--- config.mk ---
export PLATFORM = sky130hd
export DESIGN_NAME = keccak_nonce_scanner
export DESIGN_NICKNAME = d
export VERILOG_FILES = /design/src/rtl/keccak_miner_pkg.sv /design/src/rtl/gn_result_fifo.sv /design/src/rtl/keccak_nonce_scanner.sv
export SDC_FILE = /design/constraint.sdc
export NUM_CORES = 2
export LEC_CHECK = 0
export BUFFER_PORTS_ARGS = -buffer_cell sky130_fd_sc_hd__buf_4
export CAP_MARGIN = 20
export CORE_AREA = 3 3 568 570
export DETAILED_ROUTE_END_ITERATION = 6
export DIE_AREA = 0 0 571 573
export PLACE_DENSITY = 0.48
export SLEW_MARGIN = 20
export SYNTH_ARGS = -nofsm -noshare
export SYNTH_HDL_FRONTEND = slang
export SYNTH_SLANG_ARGS = --single-unit
--- constraint.sdc ---
create_clock -name clk -period 3.8 [get_ports clk]
set_input_delay 0.38 -clock clk [delete_from_list [all_inputs] [get_ports clk]]
set_output_delay 0.38 -clock clk [all_outputs]
set_load 0.005 [all_outputs]
--- src/rtl/keccak_miner_pkg.sv ---
// Shared definitions for the keccak nonce scanner and its result FIFO.
//   NONCE_W      : nonce / target width
//   HDR_W        : block header width, excluding the nonce
//   scan_state_e : scanner FSM states
package keccak_miner_pkg;

    localparam int NONCE_W = 32;
    localparam int HDR_W   = 608;

    typedef enum logic [1:0] {
        IDLE  = 2'd0,
        SCAN  = 2'd1,
        DRAIN = 2'd2,
        DONE  = 2'd3
    } scan_state_e;

endpackage

--- src/rtl/gn_result_fifo.sv ---
// Synchronous FIFO holding golden nonces until the consumer takes them.
//   clk, rst_n : clock, async active-low reset
//   i_push     : write i_data (accepted when not full, or when full and popping)
//   i_data     : nonce to store
//   i_pop      : remove the oldest entry (ignored when empty)
//   o_data     : oldest entry, zero while empty
//   o_full     : DEPTH entries held
//   o_empty    : no entries held
module gn_result_fifo
    import keccak_miner_pkg::*;
#(
    parameter int DEPTH = 4
) (
    input  logic               clk,
    input  logic               rst_n,
    input  logic               i_push,
    input  logic [NONCE_W-1:0] i_data,
    input  logic               i_pop,
    output logic [NONCE_W-1:0] o_data,
    output logic               o_full,
    output logic               o_empty
);

    localparam int AW = $clog2(DEPTH);

    logic [NONCE_W-1:0] r_mem [DEPTH];
    logic [AW:0]        r_wr_ptr;
    logic [AW:0]        r_rd_ptr;
    logic               w_do_pop;
    logic               w_do_push;

    // Pointers carry one extra wrap bit so full and empty are distinguishable.
    assign o_empty   = (r_wr_ptr == r_rd_ptr);
    assign o_full    = (r_wr_ptr[AW-1:0] == r_rd_ptr[AW-1:0]) && (r_wr_ptr[AW] != r_rd_ptr[AW]);
    assign w_do_pop  = i_pop & ~o_empty;
    assign w_do_push = i_push & (~o_full | w_do_pop);
    // Storage is unreset, so the output is forced to zero while nothing valid is held.
    assign o_data    = o_empty ? '0 : r_mem[r_rd_ptr[AW-1:0]];

    always_ff @(posedge clk or negedge rst_n) begin
        if (!rst_n) begin
            r_wr_ptr <= '0;
            r_rd_ptr <= '0;
        end else begin
            if (w_do_push) r_wr_ptr <= r_wr_ptr + 1'b1;
            if (w_do_pop)  r_rd_ptr <= r_rd_ptr + 1'b1;
        end
    end

    // NOTE: data storage is deliberately left out of reset; the pointers alone define validity.
    always_ff @(posedge clk) begin
        if (w_do_push) r_mem[r_wr_ptr[AW-1:0]] <= i_data;
    end

endmodule

--- src/rtl/keccak_nonce_scanner.sv ---
// Nonce-range controller for NUM_CORES pipelined keccak cores.
//   start/abort          : job control pulses
//   header/target        : job data, latched on an accepted start
//   nonce_start/end      : inclusive nonce range
//   core_header/target   : latched job data to the cores
//   core_nonce           : lane i nonce in bits [32i+31:32i]
//   core_match           : lane hits, CORE_LAT cycles after issue
//   busy/done            : SCAN|DRAIN / one-cycle end-of-job pulse
//   res_valid/ready/nonce: golden-nonce result port
//   res_dropped          : saturating count of lost hits
module keccak_nonce_scanner
    import keccak_miner_pkg::*;
#(
    parameter int NUM_CORES  = 2,
    parameter int CORE_LAT   = 25,
    parameter int FIFO_DEPTH = 4
) (
    input  logic                           clk,
    input  logic                           rst_n,
    input  logic                           start,
    input  logic                           abort,
    input  logic [HDR_W-1:0]               header,
    input  logic [NONCE_W-1:0]             nonce_start,
    input  logic [NONCE_W-1:0]             nonce_end,
    input  logic [NONCE_W-1:0]             target,
    output logic [HDR_W-1:0]               core_header,
    output logic [NONCE_W-1:0]             core_target,
    output logic [NONCE_W*NUM_CORES-1:0]   core_nonce,
    input  logic [NUM_CORES-1:0]           core_match,
    output logic                           busy,
    output logic                           done,
    output logic                           res_valid,
    input  logic                           res_ready,
    output logic [NONCE_W-1:0]             res_nonce,
    output logic [7:0]                     res_dropped
);

    localparam int CNT_W  = $clog2(CORE_LAT + 1);
    localparam int LANE_W = (NUM_CORES > 1) ? $clog2(NUM_CORES) : 1;

    scan_state_e                  r_state, w_next_state;
    logic [HDR_W-1:0]             r_header;
    logic [NONCE_W-1:0]           r_target;
    logic [NONCE_W-1:0]           r_end;
    logic [NONCE_W:0]             r_base;          // 33 bits: range end at 2^32-1 cannot wrap
    logic [CNT_W-1:0]             r_drain_cnt;
    logic [NONCE_W*NUM_CORES-1:0] r_core_nonce;
    logic [NONCE_W-1:0]           r_issue_base;
    logic [NUM_CORES-1:0]         r_issue_mask;
    logic [NONCE_W-1:0]           r_dl_base [CORE_LAT];
    logic [NUM_CORES-1:0]         r_dl_mask [CORE_LAT];
    logic [7:0]                   r_dropped;

    logic                         w_start_ok, w_abort_ok, w_issue, w_last_group;
    logic [NONCE_W*NUM_CORES-1:0] w_issue_nonce;
    logic [NUM_CORES-1:0]         w_lane_mask, w_hits;
    logic [NONCE_W:0]             w_sum;
    logic [LANE_W-1:0]            w_hit_lane;
    logic                         w_any_hit, w_pop, w_push_ok, w_fifo_full, w_fifo_empty;
    logic [7:0]                   w_num_hits, w_drop_inc;
    logic [8:0]                   w_drop_sum;
    logic [NONCE_W-1:0]           w_hit_nonce;

    assign w_start_ok   = start & (r_state == IDLE);
    assign w_abort_ok   = abort & busy;
    assign w_issue      = (r_state == SCAN) & ~abort;
    assign w_last_group = (r_base + (NONCE_W+1)'(NUM_CORES)) > {1'b0, r_end};

    // NOTE: every variable gets a default at the top of an always_comb so no latch is inferred.
    always_comb begin
        w_issue_nonce = '0;
        w_lane_mask   = '0;
        w_sum         = '0;
        for (int i = 0; i < NUM_CORES; i++) begin
            w_sum = r_base + (NONCE_W+1)'(i);
            w_issue_nonce[i*NONCE_W +: NONCE_W] = w_sum[NONCE_W-1:0];
            w_lane_mask[i] = (w_sum <= {1'b0, r_end});
        end
    end

    // ---------------- FSM: state register ----------------
    // NOTE: sequential state uses non-blocking assignment so all flops update from pre-edge values.
    always_ff @(posedge clk or negedge rst_n) begin
        if (!rst_n) r_state <= IDLE;
        else        r_state <= w_next_state;
    end

    // ---------------- FSM: next state ----------------
    always_comb begin
        w_next_state = r_state;
        case (r_state)
            IDLE:  if (start) w_next_state = (nonce_start > nonce_end) ? DONE : SCAN;
            SCAN:  if (abort) w_next_state = IDLE;
                   else if (w_last_group) w_next_state = DRAIN;
            DRAIN: if (abort) w_next_state = IDLE;
                   else if (r_drain_cnt == '0) w_next_state = DONE;
            DONE:  w_next_state = IDLE;
            default: w_next_state = IDLE;
        endcase
    end

    // ---------------- FSM: outputs ----------------
    always_comb begin
        busy = (r_state == SCAN) || (r_state == DRAIN);
        done = (r_state == DONE);
    end

    // ---------------- Job latch and nonce issue ----------------
    always_ff @(posedge clk or negedge rst_n) begin
        if (!rst_n) begin
            r_header     <= '0;
            r_target     <= '0;
            r_end        <= '0;
            r_base       <= '0;
            r_core_nonce <= '0;
            r_issue_base <= '0;
            r_issue_mask <= '0;
            r_drain_cnt  <= '0;
        end else begin
            if (w_start_ok) begin
                r_header <= header;
                r_target <= target;
                r_end    <= nonce_end;
                r_base   <= {1'b0, nonce_start};
            end else if (w_issue) begin
                r_base <= r_base + (NONCE_W+1)'(NUM_CORES);
            end
            // core_nonce holds its last value outside SCAN; the mask says whether it is live.
            if (w_issue) begin
                r_core_nonce <= w_issue_nonce;
                r_issue_base <= r_base[NONCE_W-1:0];
                r_issue_mask <= w_lane_mask;
            end else begin
                r_issue_mask <= '0;
            end
            // Counts CORE_LAT..0 so the last group's match is still sampled in DRAIN.
            if (w_issue && w_last_group)                      r_drain_cnt <= CNT_W'(CORE_LAT);
            else if (r_state == DRAIN && r_drain_cnt != '0)   r_drain_cnt <= r_drain_cnt - 1'b1;
        end
    end

    // ---------------- Delay line: stage k holds the group issued k+1 cycles ago ----------------
    always_ff @(posedge clk or negedge rst_n) begin
        if (!rst_n) begin
            for (int k = 0; k < CORE_LAT; k++) begin
                r_dl_base[k] <= '0;
                r_dl_mask[k] <= '0;
            end
        end else begin
            r_dl_base[0] <= r_issue_base;
            r_dl_mask[0] <= w_abort_ok ? '0 : r_issue_mask;
            for (int k = 1; k < CORE_LAT; k++) begin
                r_dl_base[k] <= r_dl_base[k-1];
                r_dl_mask[k] <= w_abort_ok ? '0 : r_dl_mask[k-1];
            end
        end
    end

    // ---------------- Hit selection: lowest lane wins ----------------
    assign w_hits = core_match & r_dl_mask[CORE_LAT-1];

    always_comb begin
        w_hit_lane = '0;
        w_any_hit  = 1'b0;
        w_num_hits = '0;
        for (int i = 0; i < NUM_CORES; i++) begin
            if (w_hits[i]) begin
                w_num_hits = w_num_hits + 8'd1;
                if (!w_any_hit) begin
                    w_hit_lane = LANE_W'(i);
                    w_any_hit  = 1'b1;
                end
            end
        end
    end

    assign w_hit_nonce = r_dl_base[CORE_LAT-1] + NONCE_W'(w_hit_lane);
    assign w_pop       = res_ready & ~w_fifo_empty;
    assign w_push_ok   = w_any_hit & (~w_fifo_full | w_pop);
    assign w_drop_inc  = w_num_hits - {7'd0, w_push_ok};
    assign w_drop_sum  = {1'b0, r_dropped} + {1'b0, w_drop_inc};

    always_ff @(posedge clk or negedge rst_n) begin
        if (!rst_n)          r_dropped <= '0;
        else if (w_start_ok) r_dropped <= '0;
        else                 r_dropped <= w_drop_sum[8] ? 8'hFF : w_drop_sum[7:0];
    end

    gn_result_fifo #(.DEPTH(FIFO_DEPTH)) u_fifo (
        .clk     (clk),
        .rst_n   (rst_n),
        .i_push  (w_any_hit),
        .i_data  (w_hit_nonce),
        .i_pop   (res_ready),
        .o_data  (res_nonce),
        .o_full  (w_fifo_full),
        .o_empty (w_fifo_empty)
    );

    assign res_valid   = ~w_fifo_empty;
    assign res_dropped = r_dropped;
    assign core_header = r_header;
    assign core_target = r_target;
    assign core_nonce  = r_core_nonce;

endmodule

==> results.toml <==
[setup_path]
crit_cells = 17
cp.arrival_ns = 4.37
start_kind = "flip-flop"
cpMostUsedCell = "buf_4"
r2r_start = "r_base[1]"
path_max_fanout = 5
critPathTopFamily = "simple AND/OR/NAND/NOR gates"
r2r_cells = 17
cp_slowest_stage_delay_ns = 0.35
startpoint = "r_base[1]"
cp_slowest_cell = "dfrtp_1"
path_class = "reg -> reg"
path_cells = "buf_4 -> ha_1 -> nand3_1 -> nor2_2 -> nand2_1 -> nor2_1 -> buf_4 -> nand2_1 -> xnor2_1 -> ha_1 -> nand4_1 -> nor4_1 -> buf_4 -> o21a_1 -> o41ai_1 -> a21oi_1 -> nor3_1"
required_ns = 4.58
crit_path_end_kind = "flip-flop"
crit_buf_inv = 3

[drt]
first_iter_violations = 3189
postRouteAntennaNets = 0
wl_per_cell_um = 30.6
drt_first_pass_iters = 7
totalWireLength_um = 364000
drc = 2
avgViaCountPerCell = 3.94
num_vias = 47000

[cts]
cts_tree = "built"
cts_max_level = 4
clock_latency_ns = 0.86
cts_buffer_depth = 4
clk_pin_slew_ns = 0.06
numCtsBuffers = 210
cts.sinks = 1770
cts_root_buf = "clkbuf_16"

[sta]
rsz0062_at_grt = "true"
tightest_slew_ns = 0.986
timing.final.crit_share_pct = 94.4
slew_viol_final = 0
final_hold_viol_count = 0
setup_tns_ns = 0
fin_skew_ns = 0.0658
timing.fmax_mhz = 279
slew_headroom_pct = 33.9
setup_viol = 0
min_period_ns = 3.59

[yosys]
async_reset_ff_share_pct = 92.8
ys_top_cells_by_count = "nand2_1, dfrtp_1, clkbuf_1"
ys.flop_type = "dfrtp_1"
ys_warn_count = 0
ys_ff_latch = 1770
syn-instance-count = 5151
syn_area_sq_mm = 0.0616
netlist.area_leader.share_pct = 66.7
synth.most_common_cell = "nand2_1"
yosysSeqAreaShare_pct = 73.0
synth_area_per_cell_sq_um = 12.0
synth_edf_count = 128
yosys.area.top_type = "dfrtp_1"
synthTopCellsByArea = "dfrtp_1, nand2_1, edfxtp_1"
syn_nets = 6019
synth_cell_types = 66

[outcome]
violations = "DRC"
status = "finished with violations"

[global_routing]
antenna_found_initial = 160
track_usage_pct = 21.8
grt_pass1_wl_um = 479000
grt_start_max_net_pins = 145
grt_overflow = 0
grt_pass1_vias = 50200

[finish]
nNetsFinal = 8363
final_area_sq_mm = 0.0931
area_delta_synth_final_pct = 51.3
drive_gt1_share_pct = 27.0

[hold_path]
min_path_type = "in -> async"

[placed_design]
dpl.hpwl_um = 301000
placed_area_sq_mm = 0.0787
globalplace.congestion = 0.985
portBuffers = 1457

[floorplanning]
io_pins = 1458
core_area_sq_mm = 0.318
die_area_sq_mm = 0.327
die_h_um = 573
row_count = 207
die_w_um = 571
initial_core_util_pct = 19.4

[power]
power_mw = 78.5
max-vdd-ir-drop_mv = 0.399
power.density_mw_per_mm2 = 842
cellLeakagePower_nw = 46.3

[flow_run]
cap_violations = 0
[area by class of cell]
| class | count | area (sq um) |
|---|---|---|
| fillers | 33000 | 225000 |
| flip-flops and latches | 1770 | 44900 |
| repair buffers | 2352 | 19800 |
| multi-input cells | 3072 | 15500 |
| clock buffers | 290 | 6030 |
| well taps | 4180 | 5230 |
| clock inverters | 93 | 1150 |
| inverters | 89 | 334 |
| diodes | 61 | 153 |
[layer usage]
metal  vias up  track usage [%]  wire, um
met4        16             8.01     16700
met3       548             6.77     28500
met1     23700             24.7    138000
li1      21100                -         -
met2      1672             38.3    181000
met5         -                0       102
[flip-flops by register name (all words and copies together) (netlist names)]
name and count:
r_dl_base 800, core_header 608, u_fifo.r_mem 128, core_nonce 64, r_dl_mask 50, r_base 33
core_target 32, r_end 32, res_dropped 8, r_drain_cnt 5, u_fifo.r_rd_ptr 3, u_fifo.r_wr_ptr 3
r_issue_mask 2, r_state 2
[worst paths after layout]
kind                                         end  slack (ns)
worst min-delay path            core_header[599]        0.03
worst min register to register    r_dl_base[601]        0.29
worst max-delay path             r_issue_mask[1]        0.21
worst max register to register   r_issue_mask[1]        0.21
min in group clk                      r_state[0]        0.11
max in group asynchronous         r_dl_base[102]        2.38
[cells by family (layout without fill, tap and decap cells)]
logic type / after synthesis / in the layout / synth area share, %
compound gates: 191 / 191 / 1.78
other cells: 0 / 61 / 0
fa+ha+maj: 157 / 157 / 3.20
simple gates: 2541 / 2541 / 16.7
mux: 44 / 44 / 1.39
xor+xnor: 139 / 139 / 2.01
flops: 1770 / 1770 / 73.0
buf+inv: 309 / 2824 / 1.97
[report_power, final]
group / internal, mW / leakage (nW) / total, mW / switching [mW]
Sequential: 26.9 / 22.0 / 31.1 / 4.25
Clock: 12.4 / 3.51 / 20.9 / 8.55
Combinational: 10.0 / 20.8 / 26.4 / 16.4
Total: 49.3 / 46.3 / 78.5 / 29.2
[timing repair]
| action | in CTS | in global routing |
|---|---|---|
| endpoints found under the hold margin | 1556 | 2 |
| hold buffers | 702 | 2 |
| cloned | 0 | 0 |
| resized for setup | 3 | 9 |
| pin swaps | 1 | 4 |
| endpoints found under the setup margin | 7 | 8 |
| buffers inserted | 0 | 3 |
[cells in the final DEF, fill, tap and decap left out, types with 5 or more instances in the layout]
cell type	synthesis	routed
a211oi_1	8	8
a21o_1	15	15
a21oi_1	53	52
and2_1	91	90
and3_1	15	15
and4_1	11	10
buf_12	0	30
buf_4	7	1617
bufinv_16	0	19
clkbuf_1	187	34
clkbuf_16	0	211
clkbuf_8	0	45
clkinv_1	0	6
clkinv_2	0	35
clkinv_4	0	11
clkinvlp_4	0	10
dfrtp_1	1642	1641
diode_2	0	61
dlygate4sd3_1	0	704
edfxtp_1	128	128
ha_1	156	156
inv_1	89	89
mux2_2	10	10
mux4_2	32	32
nand2_1	2227	2224
nand2b_1	8	7
nand3_1	38	37
nand4_1	38	38
nor2_1	62	59
nor3_1	13	13
nor4_1	6	5
o21ai_0	89	89
xnor2_1	82	81
xor2_1	54	53
[metrics by stage]
step                util (%)  hold slack, ns  std cells  setup slack [ns]
global placement        24.8           0.331      10800            -0.198
finish                  29.3          0.0343      11900             0.212
detailed placement      24.8           0.335      10800            -0.145
floorplan                  -          0.0844       5151             0.357
global route            29.3          0.0359      11900           -0.0342
CTS                     29.2          0.0102      11800            0.0169
Note: power is estimated with default switching activity, not from simulation.
